[src/rtl/banco_registradores_sb.sv]
// Register file with optional zero register, write bypass
// and a per-register pending-write scoreboard.
module banco_registradores_sb #(
  parameter int LARGURA  = 32,
  parameter int N_REGS   = 4,
  parameter int ZERO_REG = 0,
  parameter int BYPASS   = 1,
  localparam int AW      = $clog2(N_REGS)
) (
  input  logic               Clk,
  input  logic               Rst,
  input  logic [AW-1:0]      Fonte1,
  input  logic [AW-1:0]      Fonte2,
  output logic [LARGURA-1:0] Dado1,
  output logic [LARGURA-1:0] Dado2,
  output logic               Pendente1,
  output logic               Pendente2,
  input  logic               Esc,
  input  logic [AW-1:0]      RegEsc,
  input  logic [LARGURA-1:0] Dado,
  input  logic               Reserva,
  input  logic [AW-1:0]      RegReserva,
  output logic [AW:0]        NumPend
);

  logic [LARGURA-1:0] regs_q [N_REGS];
  logic [N_REGS-1:0]  pend_q;
  logic [N_REGS-1:0]  pend_d;
  logic [AW:0]        num_q;
  logic [AW:0]        num_d;
  logic               wr_en;
  logic               res_en;

  // Register 0 swallows writes and reservations when hardwired
  assign wr_en  = Esc &&
                  !((ZERO_REG != 0) && (RegEsc == '0));
  assign res_en = Reserva &&
                  !((ZERO_REG != 0) && (RegReserva == '0));

  // Storage array update
  always_ff @(posedge Clk) begin
    if (Rst) begin
      for (int i = 0; i < N_REGS; i++) begin
        regs_q[i] <= '0;
      end
    end else if (wr_en) begin
      regs_q[RegEsc] <= Dado;
    end
  end

  // Scoreboard next state: completion clears, a new
  // reservation applied last so the new producer wins
  always_comb begin
    pend_d = pend_q;
    if (Esc) begin
      pend_d[RegEsc] = 1'b0;
    end
    if (res_en) begin
      pend_d[RegReserva] = 1'b1;
    end
    num_d = '0;
    for (int i = 0; i < N_REGS; i++) begin
      num_d = num_d + {{AW{1'b0}}, pend_d[i]};
    end
  end

  // Scoreboard and pending-count registers
  always_ff @(posedge Clk) begin
    if (Rst) begin
      pend_q <= '0;
      num_q  <= '0;
    end else begin
      pend_q <= pend_d;
      num_q  <= num_d;
    end
  end

  assign NumPend = num_q;

  // Read port 1: storage, then bypass, then zero/reset
  always_comb begin
    Dado1     = regs_q[Fonte1];
    Pendente1 = pend_q[Fonte1];
    if ((BYPASS != 0) && Esc && (RegEsc == Fonte1)) begin
      Dado1 = Dado;
    end
    if ((ZERO_REG != 0) && (Fonte1 == '0)) begin
      Dado1 = '0;
    end
    if (Rst) begin
      Dado1     = '0;
      Pendente1 = 1'b0;
    end
  end

  // Read port 2: same priority as port 1
  always_comb begin
    Dado2     = regs_q[Fonte2];
    Pendente2 = pend_q[Fonte2];
    if ((BYPASS != 0) && Esc && (RegEsc == Fonte2)) begin
      Dado2 = Dado;
    end
    if ((ZERO_REG != 0) && (Fonte2 == '0)) begin
      Dado2 = '0;
    end
    if (Rst) begin
      Dado2     = '0;
      Pendente2 = 1'b0;
    end
  end

endmodule

[config.mk]
export PLATFORM = sky130hd
export DESIGN_NAME = banco_registradores_sb
export DESIGN_NICKNAME = d
export VERILOG_FILES = /design/src/rtl/banco_registradores_sb.sv
export SDC_FILE = /design/constraint.sdc
export NUM_CORES = 1
export LEC_CHECK = 0
export BUFFER_PORTS_ARGS = -buffer_cell sky130_fd_sc_hd__clkbuf_2
export CORE_MARGIN = 4
export CORE_UTILIZATION = 58
export CTS_CLUSTER_SIZE = 10
export DETAILED_ROUTE_END_ITERATION = 8
export PLACE_DENSITY = 0.88
export RECOVER_POWER = 50
export SETUP_SLACK_MARGIN = 0.3
export SLEW_MARGIN = 20
export SYNTH_ARGS = -nofsm -noshare
export SYNTH_HDL_FRONTEND = slang
export SYNTH_SLANG_ARGS = --single-unit
[constraint.sdc]
create_clock -name Clk -period 3.4 [get_ports Clk]
set_clock_uncertainty 0.2 [all_clocks]
set_input_delay 0.68 -clock Clk [delete_from_list [all_inputs] [get_ports Clk]]
set_output_delay 0.68 -clock Clk [all_outputs]
set_load 0.005 [all_outputs]
==> flow_summary.html <==
<table>
<tr><th>Metric</th><th>Value</th></tr>
<tr><th colspan="2">Critical path</th></tr>
<tr><td>Type of element launching the critical path</td><td>primary input</td></tr>
<tr><td>Worst setup endpoint</td><td>Dado1[23]</td></tr>
<tr><td>Biggest cell delay along the critical path</td><td>between 0.6 and 0.7 ns</td></tr>
<tr><td>Reg2Reg Capture Point</td><td>NumPend[1]$_SDFF_PP0_</td></tr>
<tr><td>Master of the slowest instance on the critical path</td><td>sky130_fd_sc_hd__buf_4</td></tr>
<tr><td>Critical path data required time</td><td>~2.5 ns</td></tr>
<tr><td>Worst R2R Setup Slack</td><td>approximately 1.4 ns</td></tr>
<tr><td>Worst path arrival time</td><td>2.32 ns</td></tr>
<tr><td>Cell-by-cell trace of the critical path</td><td>clkbuf_1, buf_4, nand4_1, a21oi_1, clkbuf_2</td></tr>
<tr><td>CP max FO</td><td>65</td></tr>
<tr><td>Element type at the critical path end</td><td>primary output</td></tr>
<tr><td>Buffers plus inverters on the worst setup path</td><td>3</td></tr>
<tr><td>R2R cell count</td><td>6</td></tr>
<tr><td>Crit path depth</td><td>5</td></tr>
<tr><td>Crit Reg-Reg Startpoint</td><td>pend_q[1]$_SDFF_PP0_</td></tr>
<tr><td>Class of the most critical setup path</td><td>in -&gt; out</td></tr>
<tr><td>Gate family responsible for the most delay along the worst path</td><td>buffers and inverters</td></tr>
<tr><td>Critical Path Start</td><td>Esc</td></tr>
<tr><th colspan="2">Timing</th></tr>
<tr><td>Setup repair after global routing missed its margin</td><td>no</td></tr>
<tr><td>Final worst path period share</td><td>94.12%</td></tr>
<tr><td>Slew HR</td><td>around 14%</td></tr>
<tr><td>Setup tns final</td><td>0 ns</td></tr>
<tr><td>Slew @ Worst Pin</td><td>1.293 ns</td></tr>
<tr><td>Max Fclk</td><td>0.3125 GHz</td></tr>
<tr><td>Final hold slack</td><td>slightly below 0.4 ns</td></tr>
<tr><td>Final slew viol count</td><td>0</td></tr>
<tr><td>Final hold violation count</td><td>0</td></tr>
<tr><td>Period minus WS final</td><td>roughly 3.2 ns</td></tr>
<tr><td>Final Setup Violations</td><td>0</td></tr>
<tr><th colspan="2">Worst hold path</th></tr>
<tr><td>Class of the tightest hold or removal check</td><td>reg -&gt; reg</td></tr>
<tr><td>Hold Path Stages</td><td>2</td></tr>
<tr><th colspan="2">Yosys</th></tr>
<tr><td>Fraction of the mapped netlist area in adder cells</td><td>0.5541%</td></tr>
<tr><td>Portion of netlist area occupied by mux cells</td><td>between 10% and 20%</td></tr>
<tr><td>Number of warnings printed during yosys synthesis</td><td>0</td></tr>
<tr><td>Synthesized flop and latch total</td><td>135</td></tr>
<tr><td>Basic-gate share of the synthesized area counting and, or, nand and nor cells</td><td>between 10% and 20%</td></tr>
<tr><td>Count of mapped cells out of synthesis</td><td>672</td></tr>
<tr><td>Cell types occupying the most area after synthesis</td><td>sky130_fd_sc_hd__edfxtp_1 (47%), sky130_fd_sc_hd__mux4_2 (18%), sky130_fd_sc_hd__o31ai_1 (5.9%), sky130_fd_sc_hd__nand4_1 (4.9%), sky130_fd_sc_hd__a21oi_1 (3.9%)</td></tr>
<tr><td>Compound-cell area share of the yosys netlist</td><td>between 10% and 20%</td></tr>
<tr><td>Area leader, netlist</td><td>sky130_fd_sc_hd__edfxtp_1</td></tr>
<tr><td>Net count after synthesis</td><td>just over 700</td></tr>
<tr><td>Average cell area after synthesis</td><td>12.10 sq um</td></tr>
<tr><td>Area share of the leading cell type in the synthesized netlist</td><td>a little under half</td></tr>
<tr><td>Post-Synth XOR/XNOR Area</td><td>under 10%</td></tr>
<tr><td>Sequential-to-total area share from yosys stat</td><td>about half</td></tr>
<tr><td>Largest family of logic cells by synthesized area</td><td>multiplexers</td></tr>
<tr><td>Mapped cell area</td><td>8129 sq um</td></tr>
<tr><td>Yosys cell types</td><td>27</td></tr>
<tr><th colspan="2">Routing</th></tr>
<tr><td>Initial DRC Count</td><td>roughly 1.3k</td></tr>
<tr><td>Average wire length per cell after detail routing</td><td>approximately 26 microns</td></tr>
<tr><td>Via density</td><td>between 7 and 8</td></tr>
<tr><td>Final wirelength</td><td>around 25000 microns</td></tr>
<tr><td>Antenna viol nets, final</td><td>0</td></tr>
<tr><td>Vias</td><td>a little under 7k</td></tr>
<tr><td>Router iterations before antenna repair</td><td>8</td></tr>
<tr><td>Residual DRC</td><td>0</td></tr>
<tr><th colspan="2">CTS</th></tr>
<tr><td>Cell at the root of the clock tree</td><td>sky130_fd_sc_hd__clkbuf_16</td></tr>
<tr><td>Maximum buffer depth of the clock tree</td><td>2</td></tr>
<tr><td>TritonCTS clock tree</td><td>done</td></tr>
<tr><td>Post-CTS Hold Buffers</td><td>0</td></tr>
<tr><td>Count of buffers added by post-CTS timing repair for setup</td><td>0</td></tr>
<tr><td>Clock slew at reported path FFs</td><td>roughly 0.060 ns</td></tr>
<tr><td>H-tree Lvls</td><td>4</td></tr>
<tr><td>Number of sinks on the clock net</td><td>around 140</td></tr>
<tr><td>Later-pin clock latency in the skew report</td><td>~0.43 ns</td></tr>
<tr><td>Cts bufs inserted</td><td>17</td></tr>
<tr><th colspan="2">Global route</th></tr>
<tr><td>All-layer global routing usage</td><td>between 30% and 40%</td></tr>
<tr><td>Remaining global-route overflow</td><td>0</td></tr>
<tr><td>Via count of the first global-routing pass</td><td>roughly 7k</td></tr>
<tr><td>Number of antenna violations at the first check in global routing</td><td>0</td></tr>
<tr><td>Maximum number of pins on one net before global-route repair</td><td>between 60 and 70</td></tr>
<tr><td>Global-route wire length before repair</td><td>~39000 microns</td></tr>
<tr><th colspan="2">Floorplanning</th></tr>
<tr><td>Core box area</td><td>around 14000 sq um</td></tr>
<tr><td>Die Footprint</td><td>between 15000 and 20000 sq um</td></tr>
<tr><td>X dimension of the die</td><td>between 100 and 150 microns</td></tr>
<tr><td>Number of placed I/O pins</td><td>about 110</td></tr>
<tr><td>Std cell rows</td><td>42</td></tr>
<tr><td>Initial core utilization</td><td>around 60%</td></tr>
<tr><td>Vertical extent of the die</td><td>126.4 microns</td></tr>
<tr><th colspan="2">Place</th></tr>
<tr><td>Final weighted congestion in routability-driven placement</td><td>between 0.9 and 1</td></tr>
<tr><td>HPWL Detailed</td><td>around 15000 microns</td></tr>
<tr><td>Count of buffers from port buffering</td><td>between 100 and 150</td></tr>
<tr><td>Post-place instance area</td><td>slightly below 9000 sq um</td></tr>
<tr><th colspan="2">Layout</th></tr>
<tr><td>Inserted Diodes</td><td>0</td></tr>
<tr><td>Final Cell Area</td><td>~9500 sq um</td></tr>
<tr><td>Most frequent cells in the layout</td><td>sky130_fd_sc_hd__edfxtp_1 (128), sky130_fd_sc_hd__clkbuf_2 (105), sky130_fd_sc_hd__nor2_1 (67)</td></tr>
<tr><td>Util after Layout</td><td>70.14%</td></tr>
<tr><td>Share of cells above drive strength 1</td><td>32.32%</td></tr>
<tr><td>Nets@finish</td><td>between 800 and 900</td></tr>
<tr><td>Layout area overhead</td><td>16.53%</td></tr>
<tr><td>Most frequent standard cell in the layout excluding fill and tap cells</td><td>sky130_fd_sc_hd__edfxtp_1</td></tr>
<tr><th colspan="2">Pwr</th></tr>
<tr><td>Total power</td><td>between 4 and 5 mW</td></tr>
<tr><td>Pwr per Cell Area</td><td>512.1 nW/um^2</td></tr>
<tr><td>Largest voltage drop on the vdd net</td><td>approximately 0.30 mV</td></tr>
<tr><td>Leakage power of the design</td><td>approximately 3.6 nW</td></tr>
<tr><th colspan="2">Status</th></tr>
<tr><td>Result of the run</td><td>finished clean</td></tr>
<tr><th colspan="2">Job</th></tr>
<tr><td>Max-cap check violation count</td><td>0</td></tr>
</table>
[cell usage after synthesis]
| master | count |
|---|---|
| sky130_fd_sc_hd__o2bb2ai_1 | 2 |
| sky130_fd_sc_hd__fa_1 | 1 |
| sky130_fd_sc_hd__nand3b_1 | 2 |
| sky130_fd_sc_hd__mux4_2 | 66 |
| sky130_fd_sc_hd__inv_2 | 1 |
| sky130_fd_sc_hd__nor2_1 | 67 |
| sky130_fd_sc_hd__buf_2 | 35 |
| sky130_fd_sc_hd__nand2_1 | 33 |
| sky130_fd_sc_hd__a2bb2oi_1 | 2 |
| sky130_fd_sc_hd__and2_1 | 32 |
| sky130_fd_sc_hd__or3b_1 | 1 |
| sky130_fd_sc_hd__buf_4 | 3 |
| sky130_fd_sc_hd__inv_1 | 35 |
| sky130_fd_sc_hd__nor2b_1 | 8 |
| sky130_fd_sc_hd__dfxtp_1 | 7 |
| sky130_fd_sc_hd__clkbuf_1 | 29 |
| sky130_fd_sc_hd__ha_1 | 2 |
| sky130_fd_sc_hd__xor2_1 | 2 |
| sky130_fd_sc_hd__nand2b_1 | 5 |
| sky130_fd_sc_hd__xor2_2 | 2 |
| sky130_fd_sc_hd__o31ai_1 | 64 |
| sky130_fd_sc_hd__buf_6 | 12 |
| sky130_fd_sc_hd__edfxtp_1 | 128 |
| sky130_fd_sc_hd__nand4_1 | 64 |
| sky130_fd_sc_hd__nand3_1 | 1 |
| sky130_fd_sc_hd__xnor2_2 | 4 |
| sky130_fd_sc_hd__a21oi_1 | 64 |
[how the worst min path moves through the flow]
stage | start | end
floorplan | pend_q[1]$_SDFF_PP0_ | pend_q[1]$_SDFF_PP0_
global placement | pend_q[1]$_SDFF_PP0_ | pend_q[1]$_SDFF_PP0_
detailed placement | pend_q[0]$_SDFF_PP0_ | pend_q[0]$_SDFF_PP0_
CTS | pend_q[0]$_SDFF_PP0_ | pend_q[0]$_SDFF_PP0_
global route | Dado[8] | regs_q[1][8]$_SDFFCE_PN0P_
finish | pend_q[0]$_SDFF_PP0_ | pend_q[0]$_SDFF_PP0_
[cell families (layout without fill, tap and decap cells)]
kind of cell | Yosys count | count (layout)
fa+ha+maj | 3 | 3
xor+xnor | 8 | 8
buf+inv | 115 | 229
flops | 135 | 135
compound gates | 132 | 132
mux | 66 | 66
simple gates | 213 | 213
[power breakdown]
group | switching, mW | total, mW | internal [mW] | leakage (nW)
combinational | 0.515 | 0.878 | 0.363 | 2.00
clock | 0.698 | 1.94 | 1.24 | 0.296
sequential | 0.0753 | 2.03 | 1.96 | 1.32
total | 1.29 | 4.85 | 3.56 | 3.62
[metrics by stage]
step / setup slack (ns) / cells
floorplan: 0.4424 / 672
global placement: 0.3886 / 930
detailed placement: 0.3366 / 930
CTS: 0.3327 / 962
global route: 0.1630 / 962
finish: 0.2000 / 962
[timing repair]
action / 4_1_cts / 5_1_grt
cloned: 0 / 0
resized for setup: 1 / 4
endpoints found under the setup margin: 1 / 9
pin swaps: 0 / 0
[tightest hold or removal path: stages (launching register included)]
cell                        delay, ns
sky130_fd_sc_hd__dfxtp_1         0.37
sky130_fd_sc_hd__a2bb2oi_1       0.09
sky130_fd_sc_hd__nor2_1          0.09
[routing by layer]
layer / up-vias / wire length [microns] / global-route usage [%]
met5: - / 0 / 0
li1: 2794 / - / -
met1: 3278 / 8237 / 39.31
met3: 146 / 3219 / 8.197
met2: 716 / 12300 / 51.34
met4: 0 / 1218 / 15.71
[cell type report]
class                           instances  area [sq um]
Fill cell                             873          4033
Tap cell                              176         220.2
Clock buffer                           20         446.7
Multi-Input combinational cell        422          3595
Sequential cell                       135          3984
Clock inverter                         12         175.2
Timing Repair Buffer                  161         917.1
Inverter                               36         135.1
[state kept, by name, indices dropped and copies added, names as in the netlist]
name and flops:
NumPend 3, pend_q 4, regs_q 128
(Power assumes the default switching activity.)
